--- src/rtl/cache_set.sv ---
// One set of a WAYS-way associative cache: tag match, word read/store, LRU ages, victim select and refill.
// Optional macro CACHE_WSTRB_EN: when defined, store byte enables come from wstrb_i; otherwise stores write all bytes.
`ifndef CACHE_T
`define CACHE_T 20
`endif
`ifndef CACHE_B
`define CACHE_B 4
`endif

module cache_set #(
    parameter int TAG_WIDTH    = `CACHE_T,
    parameter int OFFSET_WIDTH = `CACHE_B,
    parameter int WAYS         = 4
) (
    input  logic                      clk_i,
    input  logic                      rst_i,
    input  logic                      req_i,
    input  logic                      write_i,
    input  logic [3:0]                wstrb_i,
    input  logic [TAG_WIDTH-1:0]      tag_i,
    input  logic [OFFSET_WIDTH-3:0]   offset_i,
    input  logic [31:0]               wdata_i,
    input  logic                      fill_start_i,
    input  logic                      fill_valid_i,
    input  logic [31:0]               fill_data_i,
    output logic                      hit_o,
    output logic [$clog2(WAYS)-1:0]   hit_way_o,
    output logic [31:0]               rdata_o,
    output logic [$clog2(WAYS)-1:0]   victim_way_o,
    output logic                      victim_valid_o,
    output logic                      victim_dirty_o,
    output logic [TAG_WIDTH-1:0]      victim_tag_o,
    output logic [31:0]               evict_data_o,
    output logic                      fill_busy_o,
    output logic                      fill_done_o
);

    localparam int DATA_W = 32;
    localparam int AW     = $clog2(WAYS);
    localparam int WW     = OFFSET_WIDTH - 2;
    localparam int WORDS  = 1 << WW;

    logic [WAYS-1:0]      valid_q;
    logic [WAYS-1:0]      dirty_q;
    logic [TAG_WIDTH-1:0] tag_q  [WAYS];
    logic [DATA_W-1:0]    data_q [WAYS][WORDS];
    logic [AW-1:0]        age_q  [WAYS];
    logic [AW-1:0]        age_d  [WAYS];

    logic                 fill_busy_q;
    logic                 fill_done_q;
    logic [AW-1:0]        fill_way_q;
    logic [TAG_WIDTH-1:0] fill_tag_q;
    logic [WW-1:0]        fill_cnt_q;

    logic                 hit_raw;
    logic [AW-1:0]        hit_way;
    logic                 inv_found;
    logic [AW-1:0]        inv_way;
    logic [AW-1:0]        lru_way;
    logic [AW-1:0]        sel_victim;

    logic                 fill_accept;
    logic                 fill_wr;
    logic                 fill_last;
    logic                 access_en;
    logic                 store_en;
    logic                 touch_en;
    logic [AW-1:0]        touch_way;
    logic [3:0]           store_be;

    function automatic logic [DATA_W-1:0] merge_bytes(
        input logic [DATA_W-1:0] old_w,
        input logic [DATA_W-1:0] new_w,
        input logic [3:0]        be
    );
        logic [DATA_W-1:0] res;
        res = old_w;
        for (int b = 0; b < 4; b++) begin
            if (be[b]) begin
                res[8*b +: 8] = new_w[8*b +: 8];
            end
        end
        return res;
    endfunction

`ifdef CACHE_WSTRB_EN
    assign store_be = wstrb_i;
`else
    logic unused_wstrb;
    assign unused_wstrb = ^wstrb_i;
    assign store_be     = 4'hF;
`endif

    // Lowest-index matching way wins if tags were ever duplicated.
    always_comb begin
        hit_raw = 1'b0;
        hit_way = '0;
        for (int i = WAYS - 1; i >= 0; i--) begin
            if (valid_q[i] && (tag_q[i] == tag_i)) begin
                hit_raw = 1'b1;
                hit_way = AW'(i);
            end
        end
    end

    always_comb begin
        inv_found = 1'b0;
        inv_way   = '0;
        lru_way   = '0;
        for (int i = WAYS - 1; i >= 0; i--) begin
            if (!valid_q[i]) begin
                inv_found = 1'b1;
                inv_way   = AW'(i);
            end
        end
        for (int i = 0; i < WAYS; i++) begin
            if (age_q[i] == AW'(WAYS - 1)) begin
                lru_way = AW'(i);
            end
        end
        sel_victim = inv_found ? inv_way : lru_way;
    end

    assign hit_o          = hit_raw & ~fill_busy_q;
    assign hit_way_o      = hit_o ? hit_way : '0;
    assign rdata_o        = hit_o ? data_q[hit_way][offset_i] : '0;

    assign victim_way_o   = fill_busy_q ? fill_way_q : sel_victim;
    assign victim_valid_o = valid_q[victim_way_o];
    assign victim_dirty_o = dirty_q[victim_way_o];
    assign victim_tag_o   = tag_q[victim_way_o];
    assign evict_data_o   = data_q[victim_way_o][offset_i];

    assign fill_busy_o    = fill_busy_q;
    assign fill_done_o    = fill_done_q;

    // A refill request in the same cycle pre-empts any access, so the access neither writes nor touches.
    assign fill_accept = fill_start_i & ~fill_busy_q;
    assign access_en   = req_i & hit_o & ~fill_start_i;
    assign store_en    = access_en & write_i;
    assign fill_wr     = fill_busy_q & fill_valid_i;
    assign fill_last   = fill_wr & (fill_cnt_q == WW'(WORDS - 1));
    assign touch_en    = access_en | fill_last;
    assign touch_way   = fill_last ? fill_way_q : hit_way;

    always_comb begin
        for (int j = 0; j < WAYS; j++) begin
            age_d[j] = age_q[j];
        end
        if (touch_en) begin
            for (int j = 0; j < WAYS; j++) begin
                if (AW'(j) == touch_way) begin
                    age_d[j] = '0;
                end else if (age_q[j] < age_q[touch_way]) begin
                    age_d[j] = age_q[j] + AW'(1);
                end
            end
        end
    end

    always_ff @(posedge clk_i) begin
        if (rst_i) begin
            valid_q     <= '0;
            dirty_q     <= '0;
            fill_busy_q <= 1'b0;
            fill_done_q <= 1'b0;
            fill_way_q  <= '0;
            fill_tag_q  <= '0;
            fill_cnt_q  <= '0;
            for (int i = 0; i < WAYS; i++) begin
                tag_q[i] <= '0;
                age_q[i] <= AW'(WAYS - 1 - i);
                for (int w = 0; w < WORDS; w++) begin
                    data_q[i][w] <= '0;
                end
            end
        end else begin
            fill_done_q <= fill_last;
            for (int i = 0; i < WAYS; i++) begin
                age_q[i] <= age_d[i];
            end

            if (fill_accept) begin
                fill_way_q           <= sel_victim;
                fill_tag_q           <= tag_i;
                valid_q[sel_victim]  <= 1'b0;
                dirty_q[sel_victim]  <= 1'b0;
                fill_busy_q          <= 1'b1;
                fill_cnt_q           <= '0;
            end

            if (fill_wr) begin
                data_q[fill_way_q][fill_cnt_q] <= fill_data_i;
                fill_cnt_q                     <= fill_cnt_q + WW'(1);
                if (fill_last) begin
                    valid_q[fill_way_q] <= 1'b1;
                    dirty_q[fill_way_q] <= 1'b0;
                    tag_q[fill_way_q]   <= fill_tag_q;
                    fill_busy_q         <= 1'b0;
                end
            end

            if (store_en) begin
                data_q[hit_way][offset_i] <= merge_bytes(data_q[hit_way][offset_i], wdata_i, store_be);
                dirty_q[hit_way]          <= 1'b1;
            end
        end
    end

endmodule

--- config.mk ---
export PLATFORM = sky130hd
export DESIGN_NAME = cache_set
export DESIGN_NICKNAME = d
export VERILOG_FILES = /design/src/rtl/cache_set.sv
export SDC_FILE = /design/constraint.sdc
export NUM_CORES = 2
export LEC_CHECK = 0
export CAP_MARGIN = 20
export CORE_UTILIZATION = 50
export CTS_CLUSTER_DIAMETER = 80
export CTS_CLUSTER_SIZE = 25
export DETAILED_ROUTE_END_ITERATION = 10
export HOLD_SLACK_MARGIN = 0.15
export PLACE_DENSITY = 0.69
export SLEW_MARGIN = 30
export SYNTH_ARGS = -nofsm -noshare
export SYNTH_HDL_FRONTEND = slang
export SYNTH_SLANG_ARGS = --single-unit
--- constraint.sdc ---
create_clock -name clk_i -period 12 [get_ports clk_i]
set_input_delay 1.2 -clock clk_i [delete_from_list [all_inputs] [get_ports clk_i]]
set_output_delay 1.2 -clock clk_i [all_outputs]
set_load 0.05 [all_outputs]
# Word-level counts from Yosys, hierarchy flattened
# Memory sizes are Yosys's and may differ from the RTL's.
# Index checks and enable logic that the tools add are counted.
word_totals:
  latch_bits: 0
  input_bits: 96
  output_inout_bits: 93
  romBits: 0
  mem_count: 3
  ramBits: 600
  regBits: 34
memory_table:
  columns: ["name", "words", "width", "read_ports", "rd_clocked_by_memory_dff", "wr", "line", "text"]
  rows:
  - ["data_q", 4, 128, 2, 0, 4, "46", "logic [DATA_W-1:0] data_q [WAYS][WORDS];"]
  - ["tag_q", 4, 20, 5, 0, 4, "45", "logic [TAG_WIDTH-1:0] tag_q [WAYS];"]
  - ["age_q", 4, 2, 5, 0, 4, "47", "logic [AW-1:0] age_q [WAYS];"]
op_classes:
  n_reduce_logical: 14
  magnitude_cmp: 15
  div_mod_pow: 0
  n_bitwise: 23
  add_sub_neg: 5
  mux: 102
  shift: 0
  n_eq_ne: 11
  mul: 0
op_table:
  columns: ["cell", "n"]
  rows:
  - ["$mux W128", 6]
  - ["$reduce_or A128 Y1", 2]
  - ["$mux W32", 7]
  - ["$bmux W32 S2", 2]
  - ["$demux W32 S2", 2]
  - ["$eq A20 B20 Y1", 4]
  - ["$mux W8", 9]
  - ["$mux W2", 31]
  - ["$mux W4", 10]
  - ["$mux W1", 29]
  - ["$mux W20", 1]
  - ["$reduce_or A20 Y1", 1]
  - ["$and A4 B4 Y4", 3]
  - ["$lt A2 B3 Y1 const B", 4]
  - ["$add A2 B1 Y2 const B", 5]
  - ["$logic_and A1 B1 Y1", 9]
  - ["$eq A2 B2 Y1 const B", 4]
  - ["$lt A2 B2 Y1", 4]
  - ["$not A4 Y4", 2]
  - ["$or A4 B4 Y4", 2]
  - ["$and A1 B1 Y1", 7]
  - ["$demux W1 S2", 3]
  - ["$ge A2 B1 Y1 const B", 3]
  - ["$ge A3 B3 Y1 const B", 2]
  - ["9 further kinds", 18]

# Logic depth before layout (Yosys ltp)
# An unclocked memory read counts as a cell.
depth:
  ltp_word: 20
  mapped_depth: 17
  mapped_depth_nobuf: 15

# Worst setup path after synthesis
# No wires, ideal clock.
synth_timing:
  kind: "input to output"
  from: "input port tag_i[2]"
  to: "output port rdata_o[20]"
  arrival_ps: 4619
  cell_stages: 10
  n_path_buf: 2
  required_ps: 10800
  slack_ps: 6181
  path_cell_list: "clkbuf_1 xnor2_1 nand4_1 or4_1 nor2_1 nor2_1 a21oi_1 nand2_1 clkbuf_1 o22ai_1"
synth_via:
  elab_cells_between_ends: 22
  classes_between: "eq/ne (4); mux (12); bitwise (1); reduce/logical (4); memory (1)"
synth_lines:
  columns: ["element", "line", "text"]
  rows:
  - ["from (decl)", "20", "input logic [TAG_WIDTH-1:0] tag_i,"]
  - ["$eq A20 B20 Y1", "100", "if (valid_q[i] && (tag_q[i] == tag_i)) begin"]
  - ["$logic_and A1 B1 Y1", "100", null]
  - ["$mux W1 (3 in series)", "100", null]
  - ["$mux W1 *", "100", null]
  - ["$and A1 B1 Y1 *", "125", "assign hit_o = hit_raw & ~fill_busy_q;"]
  - ["via hit_o", "26", "output logic hit_o,"]
  - ["$mux W32 *", "127", "assign rdata_o = hit_o ? data_q[hit_way][offset_i] : '0;"]
  - ["to (decl)", "28", "output logic [31:0] rdata_o,"]
# The timed path passes the listed nets; every way through them passes the cells marked *. The select of a mux whose other input is x is not followed.

# Final worst setup path
layout_timing:
  from: "input port tag_i[16]"
  to: "output port rdata_o[31]"
layout_via:
  elab_chain_len: 11
  elab_cells_between_ends: 22
  classes_between: "eq/ne (4); mux (12); bitwise (1); reduce/logical (4); memory (1)"
layout_lines:
  columns: ["element", "line"]
  rows:
  - ["$eq A20 B20 Y1", "100"]
  - ["$logic_and A1 B1 Y1", "100"]
  - ["$mux W2 (4 in series)", "100"]
  - ["$mem_v2 Z4 W128", null]
  - ["$bmux W32 S2", null]
  - ["$mux W32 (implied by the code) (2 in series)", "127"]
  - ["$mux W32 *", "127"]
# Every way passes the cells marked *; elsewhere a longest branch is shown, timed or not. The select of a mux whose other input is x is not followed.

==> flow_summary.json <==
{
  "outcome": "finished clean",
  "cp-end-kind": "output pin",
  "slew_viol_final": 0,
  "die_area_um2": 69600,
  "max_freq_mhz": 113,
  "slowest_stage": "a21o_4",
  "finalNonFillerCells": 4448,
  "period_share": 0.739,
  "hp-class": "flip-flop to flip-flop",
  "setup_viol": 0,
  "tritoncts": "done",
  "grt_max_degree": 217,
  "syn_nets": 3699,
  "ctsHoldBuffers": 0,
  "clock-skew-final_ns": 0.0368,
  "io_buffers": 184,
  "slew_headroom": 0.279,
  "post_cts_buffers": 0,
  "min_period_ns": 8.87,
  "synth_top_area_frac": 0.519,
  "core_um2": 67500,
  "diodes": 0,
  "whs_ns": 0.472,
  "worstSkewPairLatency_ns": 0.61,
  "cts.sinks": 634,
  "via_per_inst": 6.56,
  "synthDistinctLibCells": 70,
  "power_density_nw_per_um2": 115,
  "avgRoutedWirePerCell_um": 26.7,
  "drc": 0,
  "synth_edf_count": 592,
  "placed_cells": 4390,
  "cp_slowest_stage_delay_ns": 0.93,
  "final_hold_viol_count": 0,
  "cp.arrival_ns": 7.67,
  "tns_ns": 0,
  "drt_first_pass_iters": 6,
  "grt_pass1_wl_um": 171000,
  "drive_gt1_frac": 0.0730,
  "grt_pass1_vias": 27100,
  "initial_utilization": 0.508,
  "path_cells": "clkdlybuf4s50_1, xnor2_1, nand4_1, or4_4, o211ai_4, buf_4, a21o_4, buf_4, nand2_1, and3_1, o32a_1, o22ai_1, clkdlybuf4s50_1",
  "ctsResizeCount": 0,
  "synth_seq_cells": 634,
  "leakagePower_nw": 13.2,
  "cts.htree.levels": 2,
  "tightest_slew_ns": 1.08,
  "cts_made_buffers": 35,
  "die_x_um": 264,
  "yosysSeqAreaShare": 0.543,
  "cp.required_ns": 10.80,
  "path_max_fanout": 62,
  "crit_type": "input pin to output pin",
  "yosys_warnings": 0,
  "fin_nets": 3662,
  "startpoint_type": "input pin",
  "dr_total_vias": 29200,
  "dpl.hpwl_um": 61000,
  "post-route-util": 0.560,
  "cap_violations": 0,
  "area_delta_synth_final_pct": 10.3,
  "rsz0062_at_grt": "false",
  "drt-total-wl_um": 119000,
  "synthCells": 3592,
  "core.rowCount": 95,
  "synthArstFlopShare": 0,
  "grt_overflow_total": 0,
  "clk_pin_slew_ns": 0.10,
  "clockBufferDepth": 3,
  "antenna_found_initial": 1,
  "synth_ff_type": "edfxtp_1",
  "die_height_um": 264,
  "multi_input_area_um2": 14400,
  "synth_area_um2": 34300,
  "routabilityCongestion": 0.930,
  "num-fill-cells": 5823,
  "cts_root_buf": "clkbuf_16",
  "synth_area_per_cell_um2": 9.54,
  "final_antenna_net_count": 0,
  "regArea_um2": 18600,
  "ios": 189,
  "synth_area_leaders": "edfxtp_1, nand2_1, nor2_1, and3_1, a31oi_1",
  "peakVddDrop_uv": 110,
  "drt_iter0_drc": 4059,
  "grt_use_total": 0.332,
  "netlist.top_cell.by_area": "edfxtp_1"
}
## cell usage in the layout (no fill, tap or decap), types with 36 or more instances in the layout
cell	instances
clkbuf_16	37
nor2_1	582
o221ai_1	36
dfxtp_1	42
nand2_1	914
xnor2_1	69
a31oi_1	182
clkdlybuf4s50_1	182
nand3_1	48
edfxtp_1	592
o22ai_1	126
and3_1	224
o32a_1	36
buf_4	66
## critical path, delay by kind of cell
kind / cells / cell delay (ns)
AND/OR/NAND/NOR: 4 / 1.01
buffers and inverters: 4 / 3.00
XOR/XNOR: 1 / 0.41
AO/OA/AOI/OAI: 4 / 1.99
## Yosys cell counts, types with 6 or more instances
cell type and instances:
a21oi_1 41, a221oi_1 28, a31oi_1 184, and2_1 25
and3_1 224, buf_1 16, buf_2 39, buf_6 34
clkbuf_1 234, dfxtp_1 42, edfxtp_1 592, ha_1 11
inv_1 32, mux2i_1 34, mux2i_2 30, mux4_2 32
nand2_1 935, nand2b_1 9, nand3_1 48, nand4_1 34
nor2_1 584, nor3_1 6, nor4_1 7, o21ai_0 11
o221ai_1 36, o22ai_1 126, o32a_1 36, xnor2_1 69
xnor2_2 7
## sequential cells by signal, summed over array words and instances, names as in the netlist
name and flops:
fill_busy_o 1, data_q 512, age_q 8, fill_way_q 2, dirty_q 4, fill_tag_q 20
valid_q 4, tag_q 80, fill_cnt_q 2, fill_done_o 1
## worst paths after layout
check	start	to	slack, ns	cells past startpoint
setup reg to reg	tag_q[1][1]	age_q[0][0]	6.49	14
hold reg to reg	fill_tag_q[19]	fill_tag_q[19]	0.47	2
setup / recovery	tag_i[16]	rdata_o[31]	3.13	13
hold / removal	fill_tag_q[19]	fill_tag_q[19]	0.47	2
## area by class of cell
class / count / share of cell area
Timing Repair Buffer: 255 / 0.0646
Clock inverter: 15 / 0.00427
Clock buffer: 42 / 0.0253
Inverter: 35 / 0.00387
Sequential cell: 634 / 0.493
Tap cell: 873 / 0.0289
Multi-Input combinational cell: 2594 / 0.380
## power breakdown
part           switching [W]  leakage, nW  internal [W]
Combinational       0.000275         6.21      0.000145
Clock               0.000770        0.545      0.000613
Sequential         0.0000431         6.45       0.00248
Total                0.00109         13.2       0.00324
## per-stage QoR
step	setup slack [ns]	total power, W	area, um^2
CTS	3.42	0.00432	37700
global route	3.10	0.00442	37800
finish	3.13	0.00433	37800
floorplan	6.18	0.00283	34300
detailed placement	3.44	0.00299	36600
global placement	3.45	0.00298	36500
## metal layers
metal  GRT usage  routed length (um)  up-vias
met2       0.516               53500     2174
met3      0.0727               16100      366
li1            -                   -    12700
met5           0                  20        -
met1       0.446               43900    14000
met4       0.147                5190        2
## cell families (layout without fill, tap and decap cells)
| group | after synthesis | count (layout) | share of synthesized area |
|---|---|---|---|
| simple gates | 1897 | 1897 | 0.235 |
| flops | 634 | 634 | 0.543 |
| buf+inv | 364 | 347 | 0.0501 |
| xor+xnor | 80 | 80 | 0.0220 |
| mux | 98 | 98 | 0.0437 |
| fa+ha+maj | 11 | 11 | 0.00402 |
| compound gates | 508 | 508 | 0.102 |
Note: power is estimated with default switching activity, not from simulation.
